==> src/rtl/stream_rr_arbiter.sv <==
// Three-way round-robin arbiter onto one valid/ready stream; bursts of up to MAX_BURST beats per grant.
// One re-arbitration cycle between grants, one-entry tagged output register; upstream ready follows output-register space.
module stream_rr_arbiter #(
    parameter int DATA_W    = 8,
    parameter int MAX_BURST = 4
) (
    input  logic                clk,
    input  logic                rst,
    input  logic [2:0]          req_valid_i,
    input  logic [3*DATA_W-1:0] req_data_i,
    output logic [2:0]          req_ready_o,
    output logic                out_valid_o,
    input  logic                out_ready_i,
    output logic [DATA_W-1:0]   out_data_o,
    output logic [1:0]          out_id_o,
    output logic [2:0]          grant_o
);

    localparam int CNT_W = $clog2(MAX_BURST + 1);

    typedef enum logic {IDLE, GRANT} state_t;

    state_t             state;
    logic [1:0]         rr_ptr;
    logic [1:0]         g_idx;
    logic [CNT_W-1:0]   beat_cnt;

    logic               load_en;
    logic               sel_valid;
    logic               xfer;
    logic               last_beat;
    logic [DATA_W-1:0]  sel_data;
    logic [1:0]         cand0, cand1, cand2;
    logic [1:0]         pick_idx;

    function automatic logic [1:0] next_idx(input logic [1:0] x);
        return (x == 2'd2) ? 2'd0 : x + 2'd1;
    endfunction

    // Scan order starts at rr_ptr and wraps modulo 3.
    always_comb begin
        cand0 = rr_ptr;
        cand1 = next_idx(cand0);
        cand2 = next_idx(cand1);
        pick_idx = cand2;
        if (req_valid_i[cand0])
            pick_idx = cand0;
        else if (req_valid_i[cand1])
            pick_idx = cand1;
    end

    always_comb begin
        sel_data = '0;
        for (int k = 0; k < 3; k++) begin
            if (grant_o[k])
                sel_data = req_data_i[k*DATA_W +: DATA_W];
        end
    end

    assign sel_valid   = |(req_valid_i & grant_o);
    assign load_en     = !out_valid_o || out_ready_i;
    assign xfer        = (state == GRANT) && sel_valid && load_en;
    assign last_beat   = (beat_cnt == CNT_W'(MAX_BURST - 1));
    assign req_ready_o = ((state == GRANT) && load_en) ? grant_o : 3'b000;

    always_ff @(posedge clk or posedge rst) begin
        if (rst) begin
            state       <= IDLE;
            rr_ptr      <= 2'd0;
            g_idx       <= 2'd0;
            beat_cnt    <= '0;
            grant_o     <= 3'b000;
            out_valid_o <= 1'b0;
            out_data_o  <= '0;
            out_id_o    <= 2'd0;
        end else begin
            // Output register drains on its own, whatever the arbitration state.
            if (xfer) begin
                out_data_o  <= sel_data;
                out_id_o    <= g_idx;
                out_valid_o <= 1'b1;
            end else if (out_ready_i) begin
                out_valid_o <= 1'b0;
            end

            case (state)
                IDLE: begin
                    if (|req_valid_i) begin
                        g_idx    <= pick_idx;
                        grant_o  <= 3'b001 << pick_idx;
                        beat_cnt <= '0;
                        state    <= GRANT;
                    end
                end
                GRANT: begin
                    if (xfer)
                        beat_cnt <= beat_cnt + CNT_W'(1);
                    if (!sel_valid || (xfer && last_beat)) begin
                        state   <= IDLE;
                        grant_o <= 3'b000;
                        rr_ptr  <= next_idx(g_idx);
                    end
                end
                default: state <= IDLE;
            endcase
        end
    end

endmodule
==> config.mk <==
export PLATFORM = sky130hd
export DESIGN_NAME = stream_rr_arbiter
export DESIGN_NICKNAME = d
export VERILOG_FILES = /design/src/rtl/stream_rr_arbiter.sv
export SDC_FILE = /design/constraint.sdc
export NUM_CORES = 1
export LEC_CHECK = 0
export BUFFER_PORTS_ARGS = -buffer_cell sky130_fd_sc_hd__buf_2
export CORE_MARGIN = 8
export CORE_UTILIZATION = 45
export DETAILED_ROUTE_END_ITERATION = 8
export PLACE_DENSITY = 0.75
export SETUP_SLACK_MARGIN = 0.05
export SYNTH_ARGS = -nofsm -noshare
export SYNTH_HDL_FRONTEND = slang
export SYNTH_SLANG_ARGS = --single-unit
==> constraint.sdc <==
create_clock -name clk -period 2 [get_ports clk]
set_input_delay 0.4 -clock clk [delete_from_list [all_inputs] [get_ports clk]]
set_output_delay 0.4 -clock clk [all_outputs]
set_load 0.02 [all_outputs]
Yosys cells after proc, flatten, opt, wreduce, memory -nomap -nowiden --
Index checks and enable logic that the tools add are counted.
Storage, ports and cells: input bits 30, register bits 22, word-level logic and storage cells 63, output and inout port bits 17
Cells by class: $add $sub $neg 4, reduce and logical (&&, ||, !) cells 15, bitwise gates (word level) 2, multiplexer cells 24, shift-type cells 1, eq/ne operators 7, $lt $le $gt $ge 2
Operators by type and width (count):
- 8-bit 2-to-1 mux | 3
- 3-bit 2-to-1 mux | 5
- 3-bit case mux with 2 select lines | 2
- 2-bit 2-to-1 mux | 5
- 2-bit AND reduction | 4
- 2-bit by 1-bit adder with 2-bit output (second input constant) | 3
- 2-bit == test (second input constant) | 3
- 2-bit by 3-bit less-than comparator with 1-bit output (second input constant) | 2
- 1-bit 2-to-1 mux | 6
- 3-bit OR reduction | 2
- 1-bit binary-select mux with 2-bit select | 2
- 1-bit logical AND | 4
- 2-bit by 1-bit inequality test with 1-bit output (second input constant) | 2
- 3-bit by 1-bit adder with 3-bit output (second input constant) | 1
- 3-bit AND | 1
- 3-bit by 2-bit == test with 1-bit output (second input constant) | 1
- 1-bit by 2-bit << shifter with 3-bit output (first input constant) | 1
- 1-bit zero test | 2
- 1-bit logical OR | 2
- 2-bit inequality test (second input constant) | 1
- 1-bit case mux with 2 select lines | 1
- 2-bit nonzero test | 1
- 1-bit inverter | 1

Logic depth before layout (Yosys ltp) --
Gate-level depths: netlist of run 1.
word-level depth 9, gate-level depth with buffers 6, mapped depth without buffers 5

Least setup slack after synthesis of run 1 --
OpenSTA, ideal clock, no wires.
path type reg2reg, start point register grant_o[2], end point register out_data_o[1], arrival 1645 ps, period minus slack after synthesis 1771 ps, data required time 1875 ps, cell stages (with the launch flop) 6, path slack 229 ps, cells stage by stage dfrtp_1 > buf_6 > a222oi_1 > nor3b_2 > buf_6 > mux2_4
On the way: word-level cells in the longest chain between the ends 4, elaborated cells between the ends (all ways) 5
RTL lines:
- start, declared | RTL line 16 | output logic [2:0] grant_o
- start signal, assigned | RTL line 90 | grant_o <= 3'b001 << pick_idx;
- 3-bit AND | RTL line 60 | assign sel_valid = |(req_valid_i & grant_o);
- 3-bit OR reduction | RTL line 60
- 1-bit logical AND (2 in a row) | RTL line 62 | assign xfer = (state == GRANT) && sel_valid && load_en;
- end signal, assigned | RTL line 79 | out_data_o <= sel_data;
- end, declared | RTL line 14 | output logic [DATA_W-1:0] out_data_o,
Parallel ways exist; a longest one is shown, timed or not. A chain may end at the register's enable or synchronous reset.

Final worst setup path of run 1 --
start point register beat_cnt[0], end point register rr_ptr[0], in the netlist cand0[0]
On the way: word-level cells in the longest chain between the ends 4
RTL lines:
- start, declared | RTL line 26 | logic [CNT_W-1:0] beat_cnt;
- start signal, assigned | RTL line 97 | beat_cnt <= beat_cnt + CNT_W'(1);
- 3-bit by 2-bit == test with 1-bit output | RTL line 63 | assign last_beat = (beat_cnt == CNT_W'(MAX_BURST - 1));
- 1-bit logical AND | RTL line 98 | if (!sel_valid || (xfer && last_beat)) begin
- 1-bit logical OR | RTL line 98
- 2-bit AND reduction (no source line)
- end signal, assigned | RTL line 101 | rr_ptr <= next_idx(g_idx);
- end, declared | RTL line 24 | logic [1:0] rr_ptr;
Every way passes these cells.

==> results of run 1 <==
[registers in the layout, summed over array words and instances (netlist names)]
register	count
beat_cnt	3
cand0	2
g_idx	2
grant_o	3
out_data_o	8
out_id_o	2
out_valid_o	1
state	1
[repair_timing]
| action | in CTS | in global routing |
|---|---|---|
| setup buffers | 0 | 0 |
| gates resized for setup | 1 | 0 |
| setup endpoints to repair | 7 | 0 |
[metrics by stage]
| stage | total power, uW | setup slack, ns | instance area (sq um) | utilization [%] | setup TNS, ns |
|---|---|---|---|---|---|
| floorplan | 1660 | 0.229 | 1170 | - | 0 |
| global placement | 1990 | -0.128 | 1480 | 59.6 | -0.906 |
| detailed placement | 2040 | -0.204 | 1480 | 59.6 | -1.68 |
| CTS | 2390 | 0.113 | 1540 | 62.0 | 0 |
| global route | 2570 | 0.0527 | 1540 | 62.0 | 0 |
| finish | 2370 | 0.121 | 1540 | 62.0 | 0 |
[worst reg2reg max path, cell delays in order, from the launching register on]
cell	delay (ns)
dfrtp_1	0.42
ha_1	0.21
ha_1	0.18
and3_1	0.17
a21oi_1	0.41
mux2_2	0.39
[layer usage]
metal | GRT usage, % | vias up
li1 | - | 521
met1 | 16.2 | 491
met2 | 23.7 | 48
met3 | 4.03 | 2
met4 | 4.18 | 0
met5 | 0 | -
[path summary, 6_finish.rpt]
kind                                     start             to  slack, ns  cells after the start
worst max-delay path               beat_cnt[0]       cand0[0]       0.12                      5
worst min-delay path                       rst       g_idx[1]       0.10                      3
worst max register to register     beat_cnt[0]       cand0[0]       0.12                      5
worst min register to register     beat_cnt[0]    beat_cnt[0]       0.51                      1
max in group asynchronous                  rst  out_data_o[6]       1.67                      3
min in group clk                req_data_i[16]  out_data_o[0]       0.43                      4
[cell usage in the layout, fill, tap and decap left out]
| cell | netlist | final |
|---|---|---|
| o311a_1 | 1 | 1 |
| bufinv_16 | 0 | 1 |
| a221oi_1 | 7 | 7 |
| a21o_1 | 2 | 2 |
| mux2_4 | 4 | 4 |
| nand3_1 | 1 | 1 |
| a31o_2 | 3 | 3 |
| nor3_1 | 2 | 2 |
| nor3b_4 | 0 | 1 |
| or2_2 | 2 | 2 |
| mux2_2 | 7 | 7 |
| nand2b_1 | 2 | 2 |
| nor4_1 | 1 | 1 |
| a222oi_1 | 1 | 1 |
| buf_2 | 0 | 46 |
| dfrtp_1 | 22 | 22 |
| clkbuf_4 | 0 | 3 |
| a31oi_1 | 1 | 1 |
| inv_1 | 11 | 11 |
| a21boi_0 | 1 | 1 |
| nand2_1 | 7 | 7 |
| a21oi_1 | 12 | 12 |
| nor2_1 | 3 | 3 |
| o221ai_1 | 1 | 1 |
| buf_4 | 0 | 10 |
| mux2i_1 | 2 | 2 |
| nor2b_1 | 2 | 2 |
| o21ai_0 | 4 | 4 |
| and3_1 | 4 | 4 |
| ha_1 | 2 | 2 |
[where the power goes]
group / switching (uW) / internal [uW] / leakage, uW / total [uW]
clock network: 132 / 202 / 0.0000279 / 334
logic: 693 / 582 / 0.000514 / 1280
registers: 130 / 631 / 0.000282 / 761
[cell families after synthesis]
group                    after synthesis  synth area share (%)
AO/OA/AOI/OAI                         33                  19.2
AND/OR/NAND/NOR                       25                  11.4
flip-flops                            22                  47.0
buffers and inverters                 17                  6.72
multiplexers                          13                  13.6
adder cells (fa/ha/maj)                2                  2.13
[cell type report]
class	count	area share, %
clock inverters	1	1.95
multi-input cells	73	35.7
clock buffers	3	1.47
flip-flops and latches	22	35.8
inverters	11	2.69
well taps	30	2.44
repair buffers	56	19.9
==> impl_metrics.yaml, run 1 <==
timing:
  worst_pin_slew_ns: 0.765
  setup_viol: 0
  slew_violations: 0
  max-slew-margin-rel_pct: 48.9
  skew_ns: 0.00687
  timing.final.crit_period_ns: 1.88
  rsz0062_at_grt: "no"
  finalHoldViolCount: 0
  holdWs_ns: 0.100
  period_share_pct: 94.0
  max_freq_mhz: 532
logic_synthesis:
  syn_inst: 112
  synth_commonest_cells: "dfrtp_1 (22), a21oi_1 (12), inv_1 (11)"
  syn-num-nets: 144
  synth_edf_count: 0
  synthFlopType: "dfrtp_1"
  yosys.area.top_type: "dfrtp_1"
  synth_cell_types: 28
  syn_area_sq_um: 1170
  syn_avg_cell_area_sq_um: 10.5
  synth_warnings: 0
  async_reset_ff_share_pct: 100
  ys_seq_elements: 22
  yosysSeqAreaShare_pct: 47.0
  synth_top_area_share_pct: 47.0
  yosysMostFrequentCell: "dfrtp_1"
  synth.area.top_cells: "dfrtp_1 (47%), mux2_2 (6.7%), a221oi_1 (5.2%), a21oi_1 (5.1%), mux2_4 (5.1%)"
worst_hold_path:
  hold_path_class: "in -> async"
clock_tree:
  h-tree-depth: 1
  clkLatencyLatePin_ns: 0.30
  cts_buffers: 3
  ctsRootBufferMaster: "clkbuf_4"
  cts.sinks: 22
  clk_pin_slew_worst_paths_ns: 0.12
  clockBufferDepth: 2
  ctsHoldBuffers: 0
  tritoncts: "built"
die:
  row_count: 18
  fp.dieW_microns: 67.0
  io_pins: 47
  dieArea_sq_um: 4490
  core-area_sq_um: 2480
  initial_core_util_pct: 47.3
  fp.dieH_microns: 67.0
power:
  power.density_nw_per_um2: 1540
  ir_worst_vdd_mv: 0.826
  leakage_uw: 0.000824
cells_and_area:
  regArea_sq_um: 551
  drive_above_1_share_pct: 46.4
  fin_nets: 199
  fillCellCount: 214
  area_growth_syn_to_layout_pct: 31.1
  multi_input_area_sq_um: 549
  antenna_cells: 0
  fin_cells: 196
outcome:
  run_status: "completed"
worst_setup_path:
  slowest_delay_ns: 0.42
  cp_num_buf_inv: 0
  worstPathCellList: "ha_1, ha_1, and3_1, a21oi_1, mux2_2"
  critPathMostFrequentCell: "ha_1"
  required_ns: 2.21
  end_kind: "flip-flop"
  crit_type: "reg -> reg"
  cp.arrival_ns: 2.08
  critical_path.top_delay_family: "flip-flops"
  crit_path_max_fanout: 6
  cp-start-kind: "flip-flop"
  slowest_stage: "dfrtp_1"
placement:
  portBuffers: 46
  gp_congestion: 0.820
  dp_hpwl_mm: 2.32
  dp_cells: 192
detailed_routing:
  drtPass1Iterations: 4
  wl_met2_mm: 1.39
  wl_met1_mm: 1.23
  wl_per_cell_microns: 15.1
  met3_length_microns: 333
  top_layer: "met4"
  drt_wl_total_mm: 2.97
  drtIter0Drc: 58
  ant_nets: 0
  drcViolationCount: 0
  num_vias: 1062
  via_per_inst: 5.42
global_route:
  antenna_found_initial: 0
  grt_max_degree: 23
  grt_pass1_vias: 1069
  grt_pass1_wl_mm: 4.92
  overflow: 0
  grtUsageTotal_pct: 13.8
run:
  maxCapViolCount: 0
(Power assumes the default switching activity.)
==> run 2, diff against run 1 <==
--- a/config.mk
+++ b/config.mk
@@ -9,6 +9,7 @@
 export CORE_MARGIN = 8
 export CORE_UTILIZATION = 45
 export DETAILED_ROUTE_END_ITERATION = 8
+export GPL_TIMING_DRIVEN = 0
 export PLACE_DENSITY = 0.75
 export SETUP_SLACK_MARGIN = 0.05
 export SYNTH_ARGS = -nofsm -noshare
==> constraint.sdc (replaced) <==
create_clock -name clk -period 2.1 [get_ports clk]
set_input_delay 0.42 -clock clk [delete_from_list [all_inputs] [get_ports clk]]
set_output_delay 0.42 -clock clk [all_outputs]
set_load 0.02 [all_outputs]
==> run 2 against run 1 <==
Effect of this change: combinational power down 9%; sequential share of layout area up 1.1 points; final cell count down 2.6%; critical path type unchanged; critical endpoint is now out_data_o[3]; largest power group unchanged.
==> impl_metrics.yaml, run 2 (same netlist as run 1, synthesis figures left out) <==
timing:
  rsz0062_at_grt: "no"
  period_share_pct: 91.4
  max-slew-margin-rel_pct: 45.4
  setup_viol: 0
  finalHoldViolCount: 0
  holdWs_ns: 0.231
  tns_ns: 0
  max_freq_mhz: 521
  slew_violations: 0
  timing.final.crit_period_ns: 1.92
  worst_pin_slew_ns: 0.819
  skew_ns: 0.00210
detailed_routing:
  wl_per_cell_microns: 15.3
  drtPass1Iterations: 4
  ant_nets: 0
  num_vias: 1050
  drtIter0Drc: 61
  drcViolationCount: 0
  drt_wl_total_mm: 2.93
  via_per_inst: 5.50
worst_setup_path:
  cp_num_buf_inv: 2
  cp-start-kind: "flip-flop"
  cp.depth: 5
  crit_type: "reg -> reg"
  r2r_slack_ns: 0.18
  worstPathCellList: "buf_6, a222oi_1, nor3b_2, buf_6, mux2_4"
  r2r-start: "grant_o[2]"
  worstSetupEndpoint: "out_data_o[3]"
  slowest_stage: "nor3b_2"
  critPathMostFrequentCell: "buf_6"
  critPathLaunch: "grant_o[2]"
  critical_path.top_delay_family: "simple AND/OR/NAND/NOR gates"
  required_ns: 2.32
  reg2reg_depth: 5
  crit_path_max_fanout: 19
  slowest_delay_ns: 0.56
  reg2reg_to: "out_data_o[3]"
  cp.arrival_ns: 2.14
  end_kind: "flip-flop"
clock_tree:
  h-tree-depth: 1
  cts_buffers: 3
  ctsRootBufferMaster: "clkbuf_4"
  clockBufferDepth: 2
  cts.sinks: 22
  cts-resized-gates: 0
  postCtsSetupRepairBufs: 0
  ctsHoldBuffers: 0
  tritoncts: "built"
  clkLatencyLatePin_ns: 0.32
  clk_pin_slew_worst_paths_ns: 0.12
die:
  core-area_sq_um: 2480
  fp.dieH_microns: 67.0
  row_count: 18
  fp.dieW_microns: 67.0
  initial_core_util_pct: 47.3
  io_pins: 47
  dieArea_sq_um: 4490
cells_and_area:
  antenna_cells: 0
  largest_reg_flops: 8
  fin_nets: 194
  largest_registers: "out_data_o (8), beat_cnt (3), grant_o (3)"
  drive_above_1_share_pct: 42.9
  stdcell_area_sq_um: 1490
  final_common_cell: "buf_2"
  area_growth_syn_to_layout_pct: 27.0
  final_cell_mix: "buf_2 (46), dfrtp_1 (22), a21oi_1 (12)"
  top_register: "out_data_o"
placement:
  gp_congestion: 0.842
  dp_hpwl_mm: 2.25
  portBuffers: 46
  postPlaceCellArea_sq_um: 1440
run:
  maxCapViolCount: 0
power:
  ir_worst_vdd_mv: 0.853
  power.density_nw_per_um2: 1490
  leakage_uw: 0.000790
global_route:
  grt_pass1_wl_mm: 4.57
  grtUsageTotal_pct: 12.9
  grt_pass1_vias: 1050
  grt_max_degree: 23
  antenna_found_initial: 0
  overflow: 0
outcome:
  run_status: "completed"
worst_hold_path:
  hold_path_class: "in -> async"
==> run 2: power by group <==
part           switching, uW  total [uW]  internal, uW
clock                    137         330           193
sequential               129         730           601
combinational            637        1160           524
==> run 2: worst register-to-register path, cell delays in order (launching register included) <==
cell and delay [ns]:
dfrtp_1 0.38, buf_6 0.18, a222oi_1 0.15, nor3b_2 0.56, buf_6 0.24, mux2_4 0.31
==> run 2: worst min path at each step <==
| stage | slack (ns) | start | cells after the start | endpoint |
|---|---|---|---|---|
| global route | 0.30 | rst | 2 | out_id_o[0] |
| floorplan | 0.41 | rst | 1 | beat_cnt[0] |
| finish | 0.23 | rst | 2 | out_id_o[0] |
| detailed placement | 0.49 | beat_cnt[0] | 1 | beat_cnt[0] |
| global placement | 0.47 | beat_cnt[0] | 1 | beat_cnt[0] |
| CTS | 0.25 | rst | 2 | out_id_o[0] |
==> run 2: metal layers <==
metal / vias to the layer above / GRT usage, % / part of all wire [%]
met5: - / 0 / 0
li1: 505 / - / -
met2: 50 / 22.5 / 46
met4: 0 / 7.57 / 2.5
met1: 488 / 13.8 / 41
met3: 7 / 3.36 / 10
==> run 2: through the flow <==
| step | power, uW | std cells | worst slack (ns) | utilization, % |
|---|---|---|---|---|
| final | 2220 | 191 | 0.180 | 60.1 |
| after global routing | 2370 | 191 | 0.0631 | 60.1 |
| after CTS | 2240 | 191 | 0.163 | 60.1 |
| after detailed placement | 1920 | 188 | 0.165 | 58.1 |
| after global placement | 1880 | 188 | 0.179 | 58.1 |
| after floorplan | 1580 | 112 | 0.329 | - |
==> run 2: layout make-up <==
cell class	count	area, sq um
repair buffers	46	230
inverters	11	41.3
multi-input cells	73	543
well taps	30	37.5
flip-flops and latches	22	551
plain buffers	5	33.8
clock inverters	1	30.0
clock buffers	3	22.5
fillers	209	988
==> run 3, diff against run 2 <==
--- a/config.mk
+++ b/config.mk
@@ -5,12 +5,13 @@
 export SDC_FILE = /design/constraint.sdc
 export NUM_CORES = 1
 export LEC_CHECK = 0
+export ABC_AREA = 1
 export BUFFER_PORTS_ARGS = -buffer_cell sky130_fd_sc_hd__buf_2
 export CORE_MARGIN = 8
 export CORE_UTILIZATION = 45
 export DETAILED_ROUTE_END_ITERATION = 8
 export GPL_TIMING_DRIVEN = 0
-export PLACE_DENSITY = 0.75
+export PLACE_DENSITY = 0.74
 export SETUP_SLACK_MARGIN = 0.05
 export SYNTH_ARGS = -nofsm -noshare
 export SYNTH_HDL_FRONTEND = slang
==> run 3 against run 2 <==
Effect of this change: sequential power decreased by 6.3%; design area is 5.5% higher; critical path depth fell by 1; sequential cell count stayed put; register-to-register slack gained 0.52 ns; critical path type is now reg -> out; largest cell class is now multi-input combinational cells.
==> impl_metrics.yaml, run 3 <==
outcome:
  run_status: "completed"
timing:
  worst_pin_slew_ns: 0.799
  timing.final.crit_period_ns: 1.81
  finalHoldViolCount: 0
  slew_violations: 0
  max-slew-margin-rel_pct: 46.7
  max_freq_mhz: 552
  tns_ns: 0
  rsz0062_at_grt: "no"
  setup_viol: 0
  skew_ns: 0.00132
  period_share_pct: 86.2
worst_setup_path:
  reg2reg_to: "grant_o[0]"
  r2r-start: "beat_cnt[0]"
  end_kind: "output port"
  crit_type: "reg -> out"
  required_ns: 1.68
  crit_path_max_fanout: 10
  cp.arrival_ns: 1.39
  cp-start-kind: "flip-flop"
  r2r_slack_ns: 0.70
  reg2reg_depth: 8
die:
  fp.dieH_microns: 68.7
  io_pins: 47
  dieArea_sq_um: 4720
  fp.dieW_microns: 68.7
  initial_core_util_pct: 46.5
  row_count: 19
  core-area_sq_um: 2690
logic_synthesis:
  ys_seq_elements: 22
  synth_cell_types: 24
  synth_top_family_by_area: "simple AND/OR/NAND/NOR gates"
  synth_compound_area_share_pct: 11.7
  syn-num-nets: 191
  synthMuxAreaShare_pct: 0
  synth_xor_area_share_pct: 0
  syn_area_sq_um: 1250
  synth_commonest_cells: "nand2_1 (53), nand3_1 (23), dfrtp_1 (22)"
  syn_avg_cell_area_sq_um: 7.85
  async_reset_ff_share_pct: 100
  synthFlopType: "dfrtp_1"
  synth_warnings: 0
  synth_adder_area_share_pct: 2.00
  yosys.area.top_type: "dfrtp_1"
  synth_edf_count: 0
  synth_top_area_share_pct: 44.1
  syn_inst: 159
  yosysSeqAreaShare_pct: 44.1
  synth.area.top_cells: "dfrtp_1 (44%), nand2_1 (16%), nand3_1 (9.2%), o211ai_1 (4.8%), nand2_2 (3.0%)"
  yosysMostFrequentCell: "nand2_1"
  synthSimpleGateAreaFrac_pct: 33.7
detailed_routing:
  drt_wl_total_mm: 3.35
  num_vias: 1251
  drcViolationCount: 0
  drtPass1Iterations: 4
  via_per_inst: 5.21
  wl_per_cell_microns: 14.0
  drtIter0Drc: 74
  ant_nets: 0
cells_and_area:
  fin_nets: 242
  drive_above_1_share_pct: 35.9
  top_register: "out_data_o"
  area_growth_syn_to_layout_pct: 25.8
  antenna_cells: 0
  final_common_cell: "nand2_1"
  largest_reg_flops: 8
  final_core_util_pct: 58.5
  largest_registers: "out_data_o (8), beat_cnt (3), grant_o (3)"
  final_cell_mix: "nand2_1 (53), buf_2 (49), nand3_1 (23)"
clock_tree:
  cts-resized-gates: 0
  cts_buffers: 3
  ctsRootBufferMaster: "clkbuf_4"
  clockBufferDepth: 2
  clk_pin_slew_worst_paths_ns: 0.12
  postCtsSetupRepairBufs: 0
  ctsHoldBuffers: 0
  clkLatencyLatePin_ns: 0.31
  cts.sinks: 22
  tritoncts: "built"
  h-tree-depth: 1
power:
  switching_share_pct: 44.9
  internal_power_uw: 1160
  leakage_uw: 0.000899
  power.switching_uw: 950
  pwr-share-comb_pct: 52.2
  ir_worst_vdd_mv: 0.780
  power.density_nw_per_um2: 1350
  pwr-share-clk_pct: 15.5
  share_seq_of_total_power_pct: 32.3
global_route:
  grt_max_degree: 23
  grtUsageTotal_pct: 14.1
  grt_pass1_vias: 1203
  grt_pass1_wl_mm: 5.04
  overflow: 0
  antenna_found_initial: 0
placement:
  dp_hpwl_mm: 2.61
  portBuffers: 46
  gp_congestion: 0.852
run:
  maxCapViolCount: 0
worst_hold_path:
  hold_path_class: "in -> async"
-- run 3: changes by cell type after synthesis, moves of 4 or more --
cell      delta
nand2_1     +46
nand3_1     +22
a21oi_1     -11
inv_2        +8
o211ai_1     +8
a221oi_1     -7
mux2_2       -7
nand2_2      +6
o21ai_1      +6
and3_1       -4
clkbuf_1     -4
mux2_4       -4
-- run 3: metal layers --
metal	track usage, %	share of wire, %
met2	25.8	53
met3	2.75	6.5
met5	0	0
met4	6.39	1.4
met1	15.3	39
-- run 3: how the worst max path moves through the flow --
stage / from / slack, ns / depth (start not counted) / to
detailed placement: out_ready_i / 0.63 / 6 / req_ready_o[0]
floorplan: grant_o[2] / 0.62 / 3 / req_ready_o[2]
CTS: grant_o[2] / 0.28 / 4 / req_ready_o[2]
global placement: out_ready_i / 0.65 / 6 / req_ready_o[1]
global route: grant_o[2] / 0.20 / 4 / req_ready_o[2]
finish: grant_o[2] / 0.29 / 4 / req_ready_o[2]
-- run 3: worst max-delay path, stage by stage, from the launching register on --
cell and delay, ns:
dfrtp_1 0.46, inv_2 0.16, buf_2 0.24, nor2_1 0.07, buf_2 0.16
-- run 3: power groups by stage --
stage	logic, uW	registers, uW	clock network, uW
2_1_floorplan	694	801	0
4_1_cts	1110	685	333
6_report	1100	684	327
3_3_place_gp	1070	686	0
3_5_place_dp	1110	694	0
5_1_grt	1230	704	351
-- run 3: cell families after synthesis --
| logic type | Yosys count |
|---|---|
| AND/OR/NAND/NOR | 92 |
| buffers and inverters | 22 |
| flip-flops | 22 |
| AO/OA/AOI/OAI | 21 |
| adder cells (fa/ha/maj) | 2 |
-- run 3: per-stage QoR --
step	power, uW	cell area, sq um	std cells	hold WS [ns]	worst slack, ns
after floorplan	1500	1250	159	0.409	0.618
after global placement	1760	1520	236	0.459	0.649
after detailed placement	1800	1520	236	0.460	0.634
after CTS	2130	1570	240	0.268	0.280
after global routing	2290	1570	240	0.305	0.205
final	2120	1570	240	0.232	0.289
-- run 3: cell type report --
type                            instances  area, sq um
Sequential cell                        22          551
Clock buffer                            3         22.5
Multi-Input combinational cell        115          592
Timing Repair Buffer                   46          230
Fill cell                             256         1120
Inverter                               17         68.8
Tap cell                               31         38.8
Buffer                                  5         37.5
Clock inverter                          1         30.0
